===== src/rtl/chk_seq_pkg.sv =====
// Shared types for the commit sequencer: record kinds, control states and the
// packed record that flows through the ordering FIFO.
package chk_seq_pkg;

    localparam int SEQ_W = 16;

    typedef enum logic [1:0] {
        INST  = 2'd0,
        EVENT = 2'd1
    } chk_kind_e;

    typedef enum logic [1:0] {
        RUN    = 2'd0,
        DRAIN  = 2'd1,
        HALTED = 2'd2
    } seq_state_e;

    typedef struct packed {
        logic        valid;
        logic [31:0] addr;
        logic [5:0]  width;
        logic [31:0] data;
    } mem_rec_t;

    typedef struct packed {
        chk_kind_e        kind;
        logic [31:0]      pc;
        logic [31:0]      word;
        logic [31:0]      einst;
        mem_rec_t         rd;
        mem_rec_t         wr;
        logic [SEQ_W-1:0] seq;
    } chk_rec_t;

endpackage


===== src/rtl/chk_commit_sequencer_if.sv =====
// Checker-side record port of the commit sequencer: the sequencer is the
// master, the formal checker wrapper is the slave.
interface chk_commit_sequencer_if;
    import chk_seq_pkg::*;

    // Handshake: a record transfers on every cycle where chk_valid and chk_ready
    // are both high; while chk_valid=1 and chk_ready=0 all head fields hold.
    logic             chk_valid;
    logic             chk_ready;
    chk_kind_e        chk_kind;
    logic [31:0]      chk_pc;
    logic [31:0]      chk_word;
    logic [31:0]      chk_einst;
    logic             chk_rd_valid;
    logic [31:0]      chk_rd_addr;
    logic [5:0]       chk_rd_width;
    logic [31:0]      chk_rd_data;
    logic             chk_wr_valid;
    logic [31:0]      chk_wr_addr;
    logic [5:0]       chk_wr_width;
    logic [31:0]      chk_wr_data;
    logic [SEQ_W-1:0] chk_seq;

    modport master (
        output chk_valid, chk_kind, chk_pc, chk_word, chk_einst,
               chk_rd_valid, chk_rd_addr, chk_rd_width, chk_rd_data,
               chk_wr_valid, chk_wr_addr, chk_wr_width, chk_wr_data, chk_seq,
        input  chk_ready
    );

    modport slave (
        input  chk_valid, chk_kind, chk_pc, chk_word, chk_einst,
               chk_rd_valid, chk_rd_addr, chk_rd_width, chk_rd_data,
               chk_wr_valid, chk_wr_addr, chk_wr_width, chk_wr_data, chk_seq,
        output chk_ready
    );

endinterface


===== src/rtl/chk_seq_fifo.sv =====
// First-word-fall-through record FIFO; the head reads as all-zero when empty so
// the checker never sees stale payload.
module chk_seq_fifo
    import chk_seq_pkg::*;
#(
    parameter int DEPTH = 4
) (
    input  logic                   clock,
    input  logic                   reset,
    input  logic                   push,
    input  chk_rec_t               push_rec,
    input  logic                   pop,
    output chk_rec_t               head,
    output logic [$clog2(DEPTH):0] count,
    output logic                   full,
    output logic                   empty
);

    localparam int AW = $clog2(DEPTH);
    localparam int CW = AW + 1;

    chk_rec_t          mem [DEPTH];
    logic [AW-1:0]     wr_ptr;
    logic [AW-1:0]     rd_ptr;
    logic              do_push;
    logic              do_pop;

    assign empty   = (count == '0);
    assign full    = (count == CW'(DEPTH));
    assign do_pop  = pop && !empty;
    // A full FIFO still takes a write when the head leaves in the same cycle.
    assign do_push = push && (!full || do_pop);

    always_ff @(posedge clock or negedge reset) begin
        if (!reset) begin
            wr_ptr <= '0;
            rd_ptr <= '0;
            count  <= '0;
        end else begin
            if (do_push) wr_ptr <= wr_ptr + 1'b1;
            if (do_pop)  rd_ptr <= rd_ptr + 1'b1;
            count <= count + CW'(do_push) - CW'(do_pop);
        end
    end

    always_ff @(posedge clock) begin
        if (do_push) mem[wr_ptr] <= push_rec;
    end

    assign head = empty ? '0 : mem[rd_ptr];

endmodule


===== src/rtl/chk_commit_sequencer.sv =====
// Orders commit/trap records from the retire trace for the formal checker.
// Optional watchdog enabled by defining CHK_SEQ_WATCHDOG_EN.
module chk_commit_sequencer
    import chk_seq_pkg::*;
#(
    parameter int DEPTH       = 4,
    parameter int HALT_ON_ERR = 1,
    parameter int WDOG_CYCLES = 1024
) (
    input  logic        clock,
    input  logic        reset,
    input  logic        core_commit_valid,
    input  logic [31:0] core_commit_inst,
    input  logic [31:0] core_commit_pc,
    input  logic        core_event_valid,
    input  logic [31:0] core_event_cause,
    input  logic [31:0] core_event_pc,
    input  logic [31:0] core_event_inst,
    input  logic        core_rd_valid,
    input  logic [31:0] core_rd_addr,
    input  logic [5:0]  core_rd_width,
    input  logic [31:0] core_rd_data,
    input  logic        core_wr_valid,
    input  logic [31:0] core_wr_addr,
    input  logic [5:0]  core_wr_width,
    input  logic [31:0] core_wr_data,
    output logic        core_stall,
    input  logic        drain_req,
    output logic        drain_done,
    chk_commit_sequencer_if.master chk,
    output logic        err_overflow,
    output logic        err_protocol,
    output logic        wdog_timeout,
    output seq_state_e  dbg_state
);

    localparam int CW = $clog2(DEPTH) + 1;

    if (DEPTH < 2 || (DEPTH & (DEPTH - 1)) != 0 || WDOG_CYCLES < 1) begin : g_bad_cfg
        $error("chk_commit_sequencer: DEPTH must be a power of 2 >= 2, WDOG_CYCLES >= 1");
    end

    seq_state_e       state;
    chk_rec_t         push_rec;
    chk_rec_t         head;
    logic [CW-1:0]    count;
    logic [CW-1:0]    count_next;
    logic             full;
    logic             empty;
    logic             push_req;
    logic             push_acc;
    logic             pop;
    logic             proto_hit;
    logic             ovf_hit;
    logic             wdog_hit;
    logic             err_next;
    logic [SEQ_W-1:0] seq_cnt;

    // A halted sequencer ignores the core entirely, including its protocol slips.
    assign push_req  = (state != HALTED) && (core_event_valid || core_commit_valid);
    assign proto_hit = (state != HALTED) &&
                       ((core_event_valid && core_commit_valid) ||
                        ((core_rd_valid || core_wr_valid) && !core_commit_valid));
    assign pop        = !empty && chk.chk_ready;
    assign ovf_hit    = push_req && full && !pop;
    assign push_acc   = push_req && !ovf_hit;
    assign count_next = count + CW'(push_acc) - CW'(pop);
    assign err_next   = err_overflow || ovf_hit || err_protocol || proto_hit ||
                        wdog_timeout || wdog_hit;

    always_comb begin
        push_rec     = '0;
        push_rec.seq = seq_cnt;
        if (core_event_valid) begin
            push_rec.kind  = EVENT;
            push_rec.pc    = core_event_pc;
            push_rec.word  = core_event_cause;
            push_rec.einst = core_event_inst;
        end else begin
            push_rec.kind = INST;
            push_rec.pc   = core_commit_pc;
            push_rec.word = core_commit_inst;
            push_rec.rd   = '{core_rd_valid, core_rd_addr, core_rd_width, core_rd_data};
            push_rec.wr   = '{core_wr_valid, core_wr_addr, core_wr_width, core_wr_data};
        end
    end

    chk_seq_fifo #(.DEPTH(DEPTH)) u_fifo (
        .clock    (clock),
        .reset    (reset),
        .push     (push_acc),
        .push_rec (push_rec),
        .pop      (pop),
        .head     (head),
        .count    (count),
        .full     (full),
        .empty    (empty)
    );

`ifdef CHK_SEQ_WATCHDOG_EN
    localparam int WDW = $clog2(WDOG_CYCLES + 1);
    logic [WDW-1:0] wdog_cnt;

    assign wdog_hit = !push_acc && (state == RUN) && !core_stall &&
                      (wdog_cnt == WDW'(WDOG_CYCLES - 1));

    always_ff @(posedge clock or negedge reset) begin
        if (!reset) begin
            wdog_cnt     <= '0;
            wdog_timeout <= 1'b0;
        end else begin
            if (push_acc) begin
                wdog_cnt <= '0;
            end else if (state == RUN && !core_stall && wdog_cnt != WDW'(WDOG_CYCLES)) begin
                wdog_cnt <= wdog_cnt + 1'b1;
            end
            if (wdog_hit) wdog_timeout <= 1'b1;
        end
    end
`else
    assign wdog_hit     = 1'b0;
    assign wdog_timeout = 1'b0;
`endif

    // Stall and drain_done are computed from next-cycle state and occupancy.
    always_ff @(posedge clock or negedge reset) begin
        if (!reset) begin
            state        <= RUN;
            core_stall   <= 1'b0;
            drain_done   <= 1'b0;
            err_overflow <= 1'b0;
            err_protocol <= 1'b0;
            seq_cnt      <= '0;
        end else begin
            if (push_acc)  seq_cnt      <= seq_cnt + 1'b1;
            if (ovf_hit)   err_overflow <= 1'b1;
            if (proto_hit) err_protocol <= 1'b1;
            case (state)
                RUN: begin
                    if (err_next && HALT_ON_ERR != 0) begin
                        state      <= HALTED;
                        core_stall <= 1'b1;
                        drain_done <= 1'b0;
                    end else if (drain_req) begin
                        state      <= DRAIN;
                        core_stall <= 1'b1;
                        drain_done <= (count_next == '0);
                    end else begin
                        core_stall <= (count_next >= CW'(DEPTH - 1));
                        drain_done <= 1'b0;
                    end
                end
                DRAIN: begin
                    if (!drain_req) begin
                        state      <= RUN;
                        core_stall <= (count_next >= CW'(DEPTH - 1));
                        drain_done <= 1'b0;
                    end else begin
                        core_stall <= 1'b1;
                        drain_done <= (count_next == '0);
                    end
                end
                HALTED: begin
                    core_stall <= 1'b1;
                    drain_done <= 1'b0;
                end
                default: begin
                    state      <= HALTED;
                    core_stall <= 1'b1;
                    drain_done <= 1'b0;
                end
            endcase
        end
    end

    assign dbg_state        = state;
    assign chk.chk_valid    = !empty;
    assign chk.chk_kind     = head.kind;
    assign chk.chk_pc       = head.pc;
    assign chk.chk_word     = head.word;
    assign chk.chk_einst    = head.einst;
    assign chk.chk_rd_valid = head.rd.valid;
    assign chk.chk_rd_addr  = head.rd.addr;
    assign chk.chk_rd_width = head.rd.width;
    assign chk.chk_rd_data  = head.rd.data;
    assign chk.chk_wr_valid = head.wr.valid;
    assign chk.chk_wr_addr  = head.wr.addr;
    assign chk.chk_wr_width = head.wr.width;
    assign chk.chk_wr_data  = head.wr.data;
    assign chk.chk_seq      = head.seq;

endmodule


===== src/flat_wrapper.sv =====
// flat-port wrapper written by rule: the top's interface ports become plain ports
module chk_commit_sequencer_flat import chk_seq_pkg::*;
#(
    parameter int DEPTH       = 4,
    parameter int HALT_ON_ERR = 1,
    parameter int WDOG_CYCLES = 1024
)
  (clock, reset, core_commit_valid, core_commit_inst, core_commit_pc, core_event_valid, core_event_cause, core_event_pc, core_event_inst, core_rd_valid, core_rd_addr, core_rd_width, core_rd_data, core_wr_valid, core_wr_addr, core_wr_width, core_wr_data, core_stall, drain_req, drain_done, err_overflow, err_protocol, wdog_timeout, dbg_state, chk_chk_valid, chk_chk_kind, chk_chk_pc, chk_chk_word, chk_chk_einst, chk_chk_rd_valid, chk_chk_rd_addr, chk_chk_rd_width, chk_chk_rd_data, chk_chk_wr_valid, chk_chk_wr_addr, chk_chk_wr_width, chk_chk_wr_data, chk_chk_seq, chk_chk_ready);
  chk_commit_sequencer_if chk_i ();
  input  logic clock;
  input  logic reset;
  input  logic core_commit_valid;
  input  logic [31:0] core_commit_inst;
  input  logic [31:0] core_commit_pc;
  input  logic core_event_valid;
  input  logic [31:0] core_event_cause;
  input  logic [31:0] core_event_pc;
  input  logic [31:0] core_event_inst;
  input  logic core_rd_valid;
  input  logic [31:0] core_rd_addr;
  input  logic [5:0] core_rd_width;
  input  logic [31:0] core_rd_data;
  input  logic core_wr_valid;
  input  logic [31:0] core_wr_addr;
  input  logic [5:0] core_wr_width;
  input  logic [31:0] core_wr_data;
  output logic core_stall;
  input  logic drain_req;
  output logic drain_done;
  output logic err_overflow;
  output logic err_protocol;
  output logic wdog_timeout;
  output seq_state_e dbg_state;
  output wire logic [$bits(chk_i.chk_valid)-1:0] chk_chk_valid;
  output wire logic [$bits(chk_i.chk_kind)-1:0] chk_chk_kind;
  output wire logic [$bits(chk_i.chk_pc)-1:0] chk_chk_pc;
  output wire logic [$bits(chk_i.chk_word)-1:0] chk_chk_word;
  output wire logic [$bits(chk_i.chk_einst)-1:0] chk_chk_einst;
  output wire logic [$bits(chk_i.chk_rd_valid)-1:0] chk_chk_rd_valid;
  output wire logic [$bits(chk_i.chk_rd_addr)-1:0] chk_chk_rd_addr;
  output wire logic [$bits(chk_i.chk_rd_width)-1:0] chk_chk_rd_width;
  output wire logic [$bits(chk_i.chk_rd_data)-1:0] chk_chk_rd_data;
  output wire logic [$bits(chk_i.chk_wr_valid)-1:0] chk_chk_wr_valid;
  output wire logic [$bits(chk_i.chk_wr_addr)-1:0] chk_chk_wr_addr;
  output wire logic [$bits(chk_i.chk_wr_width)-1:0] chk_chk_wr_width;
  output wire logic [$bits(chk_i.chk_wr_data)-1:0] chk_chk_wr_data;
  output wire logic [$bits(chk_i.chk_seq)-1:0] chk_chk_seq;
  input wire logic [$bits(chk_i.chk_ready)-1:0] chk_chk_ready;
  assign chk_chk_valid = chk_i.chk_valid;
  assign chk_chk_kind = chk_i.chk_kind;
  assign chk_chk_pc = chk_i.chk_pc;
  assign chk_chk_word = chk_i.chk_word;
  assign chk_chk_einst = chk_i.chk_einst;
  assign chk_chk_rd_valid = chk_i.chk_rd_valid;
  assign chk_chk_rd_addr = chk_i.chk_rd_addr;
  assign chk_chk_rd_width = chk_i.chk_rd_width;
  assign chk_chk_rd_data = chk_i.chk_rd_data;
  assign chk_chk_wr_valid = chk_i.chk_wr_valid;
  assign chk_chk_wr_addr = chk_i.chk_wr_addr;
  assign chk_chk_wr_width = chk_i.chk_wr_width;
  assign chk_chk_wr_data = chk_i.chk_wr_data;
  assign chk_chk_seq = chk_i.chk_seq;
  assign chk_i.chk_ready = chk_chk_ready;
  chk_commit_sequencer #(.DEPTH(DEPTH), .HALT_ON_ERR(HALT_ON_ERR), .WDOG_CYCLES(WDOG_CYCLES)) u_core (.clock(clock), .reset(reset), .core_commit_valid(core_commit_valid), .core_commit_inst(core_commit_inst), .core_commit_pc(core_commit_pc), .core_event_valid(core_event_valid), .core_event_cause(core_event_cause), .core_event_pc(core_event_pc), .core_event_inst(core_event_inst), .core_rd_valid(core_rd_valid), .core_rd_addr(core_rd_addr), .core_rd_width(core_rd_width), .core_rd_data(core_rd_data), .core_wr_valid(core_wr_valid), .core_wr_addr(core_wr_addr), .core_wr_width(core_wr_width), .core_wr_data(core_wr_data), .core_stall(core_stall), .drain_req(drain_req), .drain_done(drain_done), .chk(chk_i), .err_overflow(err_overflow), .err_protocol(err_protocol), .wdog_timeout(wdog_timeout), .dbg_state(dbg_state));
endmodule

===== config.mk =====
export PLATFORM = sky130hd
export DESIGN_NAME = chk_commit_sequencer_flat
export DESIGN_NICKNAME = d
export VERILOG_FILES = /design/src/rtl/chk_seq_pkg.sv /design/src/rtl/chk_commit_sequencer_if.sv /design/src/rtl/chk_seq_fifo.sv /design/src/rtl/chk_commit_sequencer.sv /design/src/flat_wrapper.sv
export SDC_FILE = /design/constraint.sdc
export NUM_CORES = 1
export LEC_CHECK = 0
export CELL_PAD_IN_SITES_DETAIL_PLACEMENT = 1
export CELL_PAD_IN_SITES_GLOBAL_PLACEMENT = 2
export CORE_MARGIN = 10
export CORE_UTILIZATION = 45
export CTS_CLUSTER_DIAMETER = 120
export DETAILED_ROUTE_END_ITERATION = 10
export PLACE_DENSITY_LB_ADDON = 0.1
export SLEW_MARGIN = 30
export SYNTH_ARGS = -nofsm -noshare
export SYNTH_HDL_FRONTEND = slang
export SYNTH_SLANG_ARGS = --single-unit

===== constraint.sdc =====
create_clock -name clock -period 17 [get_ports clock]
set_clock_uncertainty 0.2 [all_clocks]
set_input_delay 3.4 -clock clock [delete_from_list [all_inputs] [get_ports clock]]
set_output_delay 3.4 -clock clock [all_outputs]
set_load 0.05 [all_outputs]

---- After elaboration in Yosys (flattened, before gate mapping) ----
Memory sizes are Yosys's and may differ from the RTL's.
Index checks and enable logic that the tools add are counted.
word-level totals
  register bits ........................... 29
  memory bits (writable) .................. 1020
  bits of input ports ..................... 308
  word-level logic and storage cells ...... 67
  memories kept ........................... 1
memory list
  name               words  width  rd ports  clocked after memory_dff  write ports  line                RTL
  u_core.u_fifo.mem  4      255    1         0                         1            chk_seq_fifo.sv:22  chk_rec_t mem [DEPTH];
cells by class
  $add $sub $neg .......................... 7
  magnitude comparators ................... 1
  eq/ne operators ......................... 6
  muxes and demuxes ....................... 16
  bitwise gates (word level) .............. 1
  reductions and logical operators ........ 26
operators by type and width
  operator                                              count
  2-to-1 mux 256 bit                                    1
  2-to-1 mux 142 bit                                    1
  2-to-1 mux 65 bit                                     1
  2-to-1 mux 32 bit                                     1
  adder 16 x 1 -> 16 bit (second input constant)        1
  logical AND 1 bit                                     10
  logical OR 1 bit                                      7
  adder 3 x 1 -> 3 bit                                  2
  zero test 3 bit                                       2
  2-to-1 mux 1 bit                                      6
  2-to-1 mux 2 bit                                      3
  one-hot mux 2 bit (3 select lines)                    1
  subtractor 3 x 1 -> 3 bit                             2
  zero test 1 bit                                       5
  adder 2 x 1 -> 2 bit (second input constant)          2
  != test 2 bit (second input constant)                 2
  one-hot mux 1 bit (2 select lines)                    2
  == test 3 bit (second input constant)                 1
  >= comparator 3 x 2 -> 1 bit (second input constant)  1
  != test 3 x 2 -> 1 bit (second input constant)        1
  AND reduction 3 bit                                   1
  == test 2 x 1 -> 1 bit (second input constant)        1
  == test 2 bit (second input constant)                 1
  zero test 2 bit                                       1
  inverter 1 bit                                        1

---- Longest topological paths before layout ----
Gate-level depths: netlist of the first run.
  depth in word-level cells ............... 13
  gate-level depth with buffers ........... 12

---- By module ----
Synthesis of the first run repeated with hierarchy kept, for this count alone.
second synthesis, totals
  cells, all modules ...................... 2021
  area, all modules ....................... 42124.2 um^2
by module, submodules not included
  module                times used  cells each  area each (um^2)  sequential area each (um^2)
  chk_seq_fifo          1           1660        39086.2           30924.7
  chk_commit_sequencer  1           361         3037.9            550.5

---- Worst setup path before layout of the first run ----
No wires, ideal clock.
  path kind ............................... in2reg
  start ................................... input core_event_valid
  end ..................................... memory u_core.u_fifo.mem[0][0] (netlist name), enable pin
  library setup time ...................... 0.650 ns
  data arrival time ....................... 9.824 ns
  required time ........................... 16.150 ns
  slack ................................... 6.326 ns
  cell stages on the path ................. 5
  path buffers ............................ 2
  cells stage by stage .................... clkbuf_2 > nor2_1 > nor3_1 > buf_2 > and2_1
on the way
  word-level cells in the longest chain between the ends .. 9
RTL lines
  item                                        line                        RTL
  start, declared                             flat_wrapper.sv:15          input logic core_event_valid;
  logical OR 1 bit (*)                        chk_commit_sequencer.sv:60  assign push_req = (state != HALTED) && (core_event_valid || core_commit_valid);
  logical AND 1 bit (*)                       chk_commit_sequencer.sv:60
  logical AND 1 bit (2 in series)             chk_commit_sequencer.sv:65  assign ovf_hit = push_req && full && !pop;
  zero test 1 bit                             chk_commit_sequencer.sv:66  assign push_acc = push_req && !ovf_hit;
  logical AND 1 bit (*)                       chk_commit_sequencer.sv:66
  logical AND 1 bit (*)                       chk_seq_fifo.sv:32          assign do_push = push && (!full || do_pop);
  2-to-1 mux 1 bit (*)                        chk_seq_fifo.sv:47          if (do_push) mem[wr_ptr] <= push_rec;
  2-to-1 mux 1 bit (implied by the code) (*)  chk_seq_fifo.sv:47
  end, declared                               chk_seq_fifo.sv:22
Mark *: on every way between the ends. The rest lies on a longest branch, timed or not.

---- Final worst setup path of the first run ----
  start ................................... register u_core.u_fifo.rd_ptr[0]
  end ..................................... output chk_chk_rd_data[18]
on the way
  word-level cells in the longest chain between the ends .. 2
RTL lines
  item                       line                RTL
  start, declared            chk_seq_fifo.sv:24  logic [AW-1:0] rd_ptr;
  start signal, assigned     chk_seq_fifo.sv:41  if (do_pop) rd_ptr <= rd_ptr + 1'b1;
  memory read (4 x 255 bit)  n/a
  2-to-1 mux 256 bit         chk_seq_fifo.sv:50  assign head = empty ? '0 : mem[rd_ptr];
  end, declared              flat_wrapper.sv:42  output wire logic [$bits(chk_i.chk_rd_data)-1:0] chk_chk_rd_data;
No other way between the ends.

==> results of run 1 <==
[final cells by class]
type	instances	area (sq um)	area share (%)
Antenna cell	4	10.0	0.0191
Inverter	12	45.0	0.0861
Multi-Input combinational cell	834	9870	18.9
Tap cell	1243	1560	2.97
Sequential cell	1049	31400	60.0
Clock buffer	140	2880	5.50
Clock inverter	56	448	0.856
Timing Repair Buffer	603	6140	11.7
[sequential cells by signal, summed over array words and instances, names as in the netlist]
signal / count
u_core.err_protocol: 1
u_core.seq_cnt: 16
u_core.dbg_state: 2
u_core.u_fifo.mem: 1020
u_core.u_fifo.count: 3
u_core.err_overflow: 1
u_core.drain_done: 1
u_core.core_stall: 1
u_core.u_fifo.wr_ptr: 2
u_core.u_fifo.rd_ptr: 2
[per-stage QoR]
step           cells  area (sq um)
2_1_floorplan   2013         42000
3_3_place_gp    3734         48700
3_5_place_dp    3739         48900
4_1_cts         3935         52200
5_1_grt         3940         52300
6_report        3941         52300
[synthesized netlist by cell type (6+ instances only)]
cell type	instances	share of area [%]
mux2_2	65	1.7
nand3_1	7	0.083
buf_2	25	0.30
nand2_1	6	0.054
nor2b_1	145	2.2
buf_6	24	0.64
edfxtp_1	1020	73
buf_1	10	0.089
ha_1	9	0.27
clkbuf_1	51	0.46
and2_1	293	4.4
dfrtp_1	29	1.7
mux4_2	251	13
xnor2_1	18	0.38
inv_1	12	0.11
[where the power goes]
| group | total [mW] | switching (mW) | leakage [nW] | internal, mW |
|---|---|---|---|---|
| sequential | 2.90 | 0.0508 | 8.89 | 2.85 |
| clock | 2.22 | 0.940 | 1.63 | 1.28 |
| combinational | 3.56 | 2.23 | 5.51 | 1.33 |
| total | 8.67 | 3.22 | 16.0 | 5.45 |
[cell families after synthesis]
family,Yosys count
AO/OA/AOI/OAI,6
XOR/XNOR,21
adder cells (fa/ha/maj),11
buffers and inverters,130
flip-flops,1049
multiplexers,320
other,1
AND/OR/NAND/NOR,474
[worst paths after layout]
kind	start	slack, ps	cells past startpoint	to
setup / recovery	u_core.u_fifo.rd_ptr[0]	8750	6	chk_chk_rd_data[18]
hold / removal	u_core.err_overflow	290	2	u_core.err_overflow
setup reg to reg	u_core.dbg_state[1]	13300	6	u_core.u_fifo.mem[2][111]
hold reg to reg	u_core.err_overflow	290	2	u_core.err_overflow
max in group asynchronous	reset	13290	2	u_core.u_fifo.rd_ptr[0]
min in group asynchronous	reset	2970	2	u_core.err_protocol
[routing by layer]
metal / part of all wire (%) / track usage [%] / vias up
li1: - / - / 9166
met1: 39 / 23.3 / 10900
met2: 52 / 34.1 / 568
met3: 6.7 / 5.60 / 135
met4: 2.0 / 4.48 / 10
met5: 0.069 / 0 / -
[worst reg2reg max path: stages, from the launching register on]
cell	delay, ps
dfrtp_1	410
nor2b_1	190
nor3_2	180
buf_4	270
and2_4	540
buf_6	620
buf_4	830
==> results.yml, run 1 <==
sta:
  hold_viol_final: 0
  timing.final.crit_period_ps: 8250
  finalSetupViolCount: 0
  finalHoldWorstSlack_ps: 292
  timing.fmax_mhz: 121
  slew-limit-headroom_pct: 36.3
  report.final.slew_viol_count: 0
  setup_slack_ps: 8750
  timing.setup.tns_ps: 0
  rsz_0062_raised_after_global_routing: "false"
  finalCritPeriodShare_pct: 48.5
  tightest_slew_ps: 956
power:
  total_power_density_per_cell_area_nw_per_um2: 166
  leakagePower_nw: 16.0
  worst_ir_drop_vdd_v: 0.000144
  report.power.total_mw: 8.67
die:
  design.core.area_sq_um: 92100
  pin_count: 572
  dieWidth_microns: 325
  placementRows: 111
  floorplan.initialDensity_pct: 45.6
  floorplan.die_area_sq_um: 106000
  die_h_microns: 325
yosys:
  synth_simple_gate_area_share_pct: 7.05
  synth_enable_flop_cells: 1020
  postSynth.topFlopCell: "edfxtp_1"
  muxShareOfSynthArea_pct: 15.5
  netlist-cell-type-count: 39
  syn_area_sq_um: 42000
  synthArstFlopShare_pct: 2.76
  synth-xor-area-share_pct: 0.438
  yosys.area_share.adder_pct: 0.364
  main_combinational_cell_family_by_area_after_synthesis: "multiplexers"
  synth_compound_area_share_pct: 0.143
  syn_area_per_cell_sq_um: 20.9
  ys_seq_area_share_pct: 74.7
  synth_warnings: 0
  syn-instance-count: 2012
  ys_seq_elements: 1049
detailed_routing:
  number_of_vias_in_the_routed_layout: 20700
  drt.antenna.violating_nets: 0
  post_drt_via_cell_ratio: 5.26
  number_of_iterations_in_the_first_detailed_routing_pass: 5
  detail_route.drc_violations: 0
  drt_first_iter_violations: 1639
  routed_wire_length_per_instance_microns: 26.4
  drt_wl_total_microns: 104000
setup_path:
  list_of_cells_traversed_by_the_critical_path: "buf_16 -> buf_4 -> buf_4 -> mux4_2 -> and2_1 -> clkdlybuf4s50_1"
  endpoint_kind: "output pin"
  largest_incremental_delay_on_the_critical_path_ps: 760
  cp.buffers_inverters: 4
  worst-path-max-fanout: 40
  kind_of_cell_adding_the_most_delay_to_the_critical_path: "buffers and inverters"
  path_class: "register to output pin"
  cp_data_required_time_ps: 13400
  worstPathArrival_ps: 4650
  setup.worst_path.start_class: "register"
  timing.critical_path.slowest_stage_cell: "buf_4"
  cpMostUsedCell: "buf_4"
place:
  post-dp-hpwl_microns: 65600
  preCtsSetupSlack_ps: 9020
  io_buffer_count: 569
  place.gp.congestion: 0.711
layout:
  final_common_cell: "edfxtp_1"
  most-common-layout-cells: "1020 x edfxtp_1, 568 x clkdlybuf4s50_1, 289 x and2_1"
  filler_cell_count: 8031
  layout-area-overhead-vs-synth_pct: 24.6
  drive_gt1_share_pct: 18.8
  fin_util_pct: 56.8
  layout.nets: 2926
cts:
  clock_tree.htree_level_count: 3
  worst_skew_pair_latency_ps: 660
  cts-buffers-inserted: 107
  cts_post_setup_buffers_inserted: 0
  cts-root-buf: "clkbuf_16"
  cts.hold.buffers_added: 0
  post_cts_resize_count: 0
  clk_pin_slew_worst_paths_ps: 60
  number_of_buffers_between_clock_root_and_the_deepest_sink: 3
  cts.sink_count: 1049
  tritoncts: "built"
global_route:
  grtUsageTotal_pct: 19.4
  overflow: 0
  grt_max_degree: 107
  grt_first_pass_wirelength_microns: 155000
  antenna_violations_before_repair: 10
  via_count_of_the_first_global_routing_pass: 23400
job:
  max_cap_violations: 0
min_path:
  min_path_type: "register to register"
status:
  run_status: "complete, no violations"
(Power assumes the default switching activity.)
==> run 2: changes to the inputs <==
- CORE_UTILIZATION: 45 -> 38
- clock period: 17 -> 7.1 ns (I/O delays scaled with it)
==> results.yml, run 2 (same netlist as run 1, synthesis figures left out) <==
die:
  floorplan.die_area_sq_um: 124000
  die_h_microns: 352
  dieWidth_microns: 352
  floorplan.initialDensity_pct: 38.4
  pin_count: 572
  placementRows: 121
  design.core.area_sq_um: 109000
power:
  leakagePower_nw: 16.2
  power.net_switching_mw: 7.85
  sw_frac_of_total_pct: 37.2
  share_seq_of_total_power_pct: 32.8
  report.power.total_mw: 21.1
  internal_power_mw: 13.2
  share_comb_of_total_power_pct: 41.0
  total_power_density_per_cell_area_nw_per_um2: 398
  worst_ir_drop_vdd_v: 0.000209
  clkPwrFrac_pct: 26.2
detailed_routing:
  post_drt_via_cell_ratio: 4.97
  drt_wl_total_microns: 107000
  routed_wire_length_per_instance_microns: 25.5
  drt_first_iter_violations: 1244
  detail_route.drc_violations: 0
  drt.antenna.violating_nets: 0
  number_of_vias_in_the_routed_layout: 20800
  number_of_iterations_in_the_first_detailed_routing_pass: 5
global_route:
  overflow: 0
  grt_first_pass_wirelength_microns: 158000
  grt_max_degree: 116
  grtUsageTotal_pct: 16.8
  via_count_of_the_first_global_routing_pass: 23300
  antenna_violations_before_repair: 13
sta:
  timing.setup.tns_ps: 0
  hold_viol_final: 0
  rsz_0062_raised_after_global_routing: "false"
  timing.fmax_mhz: 190
  finalHoldWorstSlack_ps: 344
  slew-limit-headroom_pct: 41.7
  tightest_slew_ps: 874
  setup_slack_ps: 1830
  finalSetupViolCount: 0
  timing.final.crit_period_ps: 5270
  finalCritPeriodShare_pct: 74.3
  report.final.slew_viol_count: 0
cts:
  cts.hold.buffers_added: 0
  post_cts_resize_count: 0
  clk_pin_slew_worst_paths_ps: 60
  clock_tree.htree_level_count: 3
  cts-buffers-inserted: 111
  tritoncts: "built"
  number_of_buffers_between_clock_root_and_the_deepest_sink: 3
  cts_post_setup_buffers_inserted: 0
  worst_skew_pair_latency_ps: 680
  cts-root-buf: "clkbuf_16"
  cts.sink_count: 1049
job:
  max_cap_violations: 0
setup_path:
  endpoint_kind: "output pin"
  worst-path-max-fanout: 54
  timing.critical_path.from: "u_core.u_fifo.rd_ptr[0]"
  worstPathArrival_ps: 3650
  worst_r2r_startpoint: "u_core.u_fifo.count[1]"
  timing.critical_path.slowest_stage_cell: "clkdlybuf4s50_1"
  largest_incremental_delay_on_the_critical_path_ps: 790
  path_class: "register to output pin"
  cp_data_required_time_ps: 5480
  list_of_cells_traversed_by_the_critical_path: "buf_16 -> buf_12 -> mux4_2 -> and2_1 -> clkdlybuf4s50_1"
  setup.worst_path.start_class: "register"
  ff2ff_setup_slack_ps: 3420
  timing.reg2reg.worst_path_depth: 8
place:
  place.gp.congestion: 0.715
  io_buffer_count: 569
  detailed_place.area_sq_um: 49400
  post-dp-hpwl_microns: 67500
  preCtsSetupSlack_ps: 2130
layout:
  filler_cell_count: 10100
  most-common-layout-cells: "1020 x edfxtp_1, 568 x clkdlybuf4s50_1, 289 x and2_1"
  top_regs: "u_core.u_fifo.mem x1020, u_core.seq_cnt x16, u_core.u_fifo.count x3"
  layout-area-overhead-vs-synth_pct: 26.1
  largest_register_ff_count: 1020
  registers.top_by_ff_count: "u_core.u_fifo.mem"
  final_common_cell: "edfxtp_1"
  final_design_area_no_fill_sq_um: 52900
  layout.nets: 2938
  drive_gt1_share_pct: 19.5
min_path:
  worst_hold_path.num_cells: 1
  min_path_type: "register to register"
  hold_path.startpoint: "u_core.err_protocol"
status:
  run_status: "complete, no violations"
[run 2: worst max-delay path, delay by kind of cell (launching register included)]
| kind | cells | cell delay [ps] |
|---|---|---|
| buffers and inverters | 3 | 1460 |
| DFF | 1 | 650 |
| muxes | 1 | 560 |
| and+or+nand+nor | 1 | 170 |
[run 2: worst paths after layout]
path | to
setup / recovery | chk_chk_rd_addr[7]
hold / removal | u_core.err_protocol
setup reg to reg | u_core.core_stall
hold reg to reg | u_core.err_protocol
max in group asynchronous | u_core.u_fifo.rd_ptr[1]
min in group asynchronous | u_core.seq_cnt[2]
[run 2: power by group through the flow]
stage / clock [mW] / sequential, mW / combinational, mW
after floorplan: 0 / 6.96 / 5.97
after global placement: 0 / 7.09 / 8.76
after detailed placement: 0 / 7.09 / 8.76
after CTS: 5.71 / 6.96 / 8.79
after global routing: 5.97 / 6.91 / 9.10
final: 5.53 / 6.90 / 8.64
[run 2: layout make-up]
class	count	area [sq um]	area share (%)
Timing Repair Buffer	611	6270	11.9
Clock inverter	76	642	1.21
Inverter	12	45.0	0.0851
Multi-Input combinational cell	834	9870	18.7
Antenna cell	2	5.00	0.00946
Clock buffer	131	2850	5.39
Sequential cell	1049	31400	59.3
Tap cell	1476	1850	3.49
[run 2: metal layers]
layer	GRT usage, %	vias to the layer above	wire [microns]
li1	-	9194	-
met1	20.8	10900	43100
met2	29.1	573	54500
met3	4.42	116	6730
met4	4.59	6	2320
met5	0	-	40
[run 2: through the flow]
step / utilization [%] / cells
global route: 48.4 / 4190
CTS: 48.4 / 4188
finish: 48.4 / 4191
detailed placement: 45.2 / 3981
global placement: 45.1 / 3979
floorplan: - / 2013
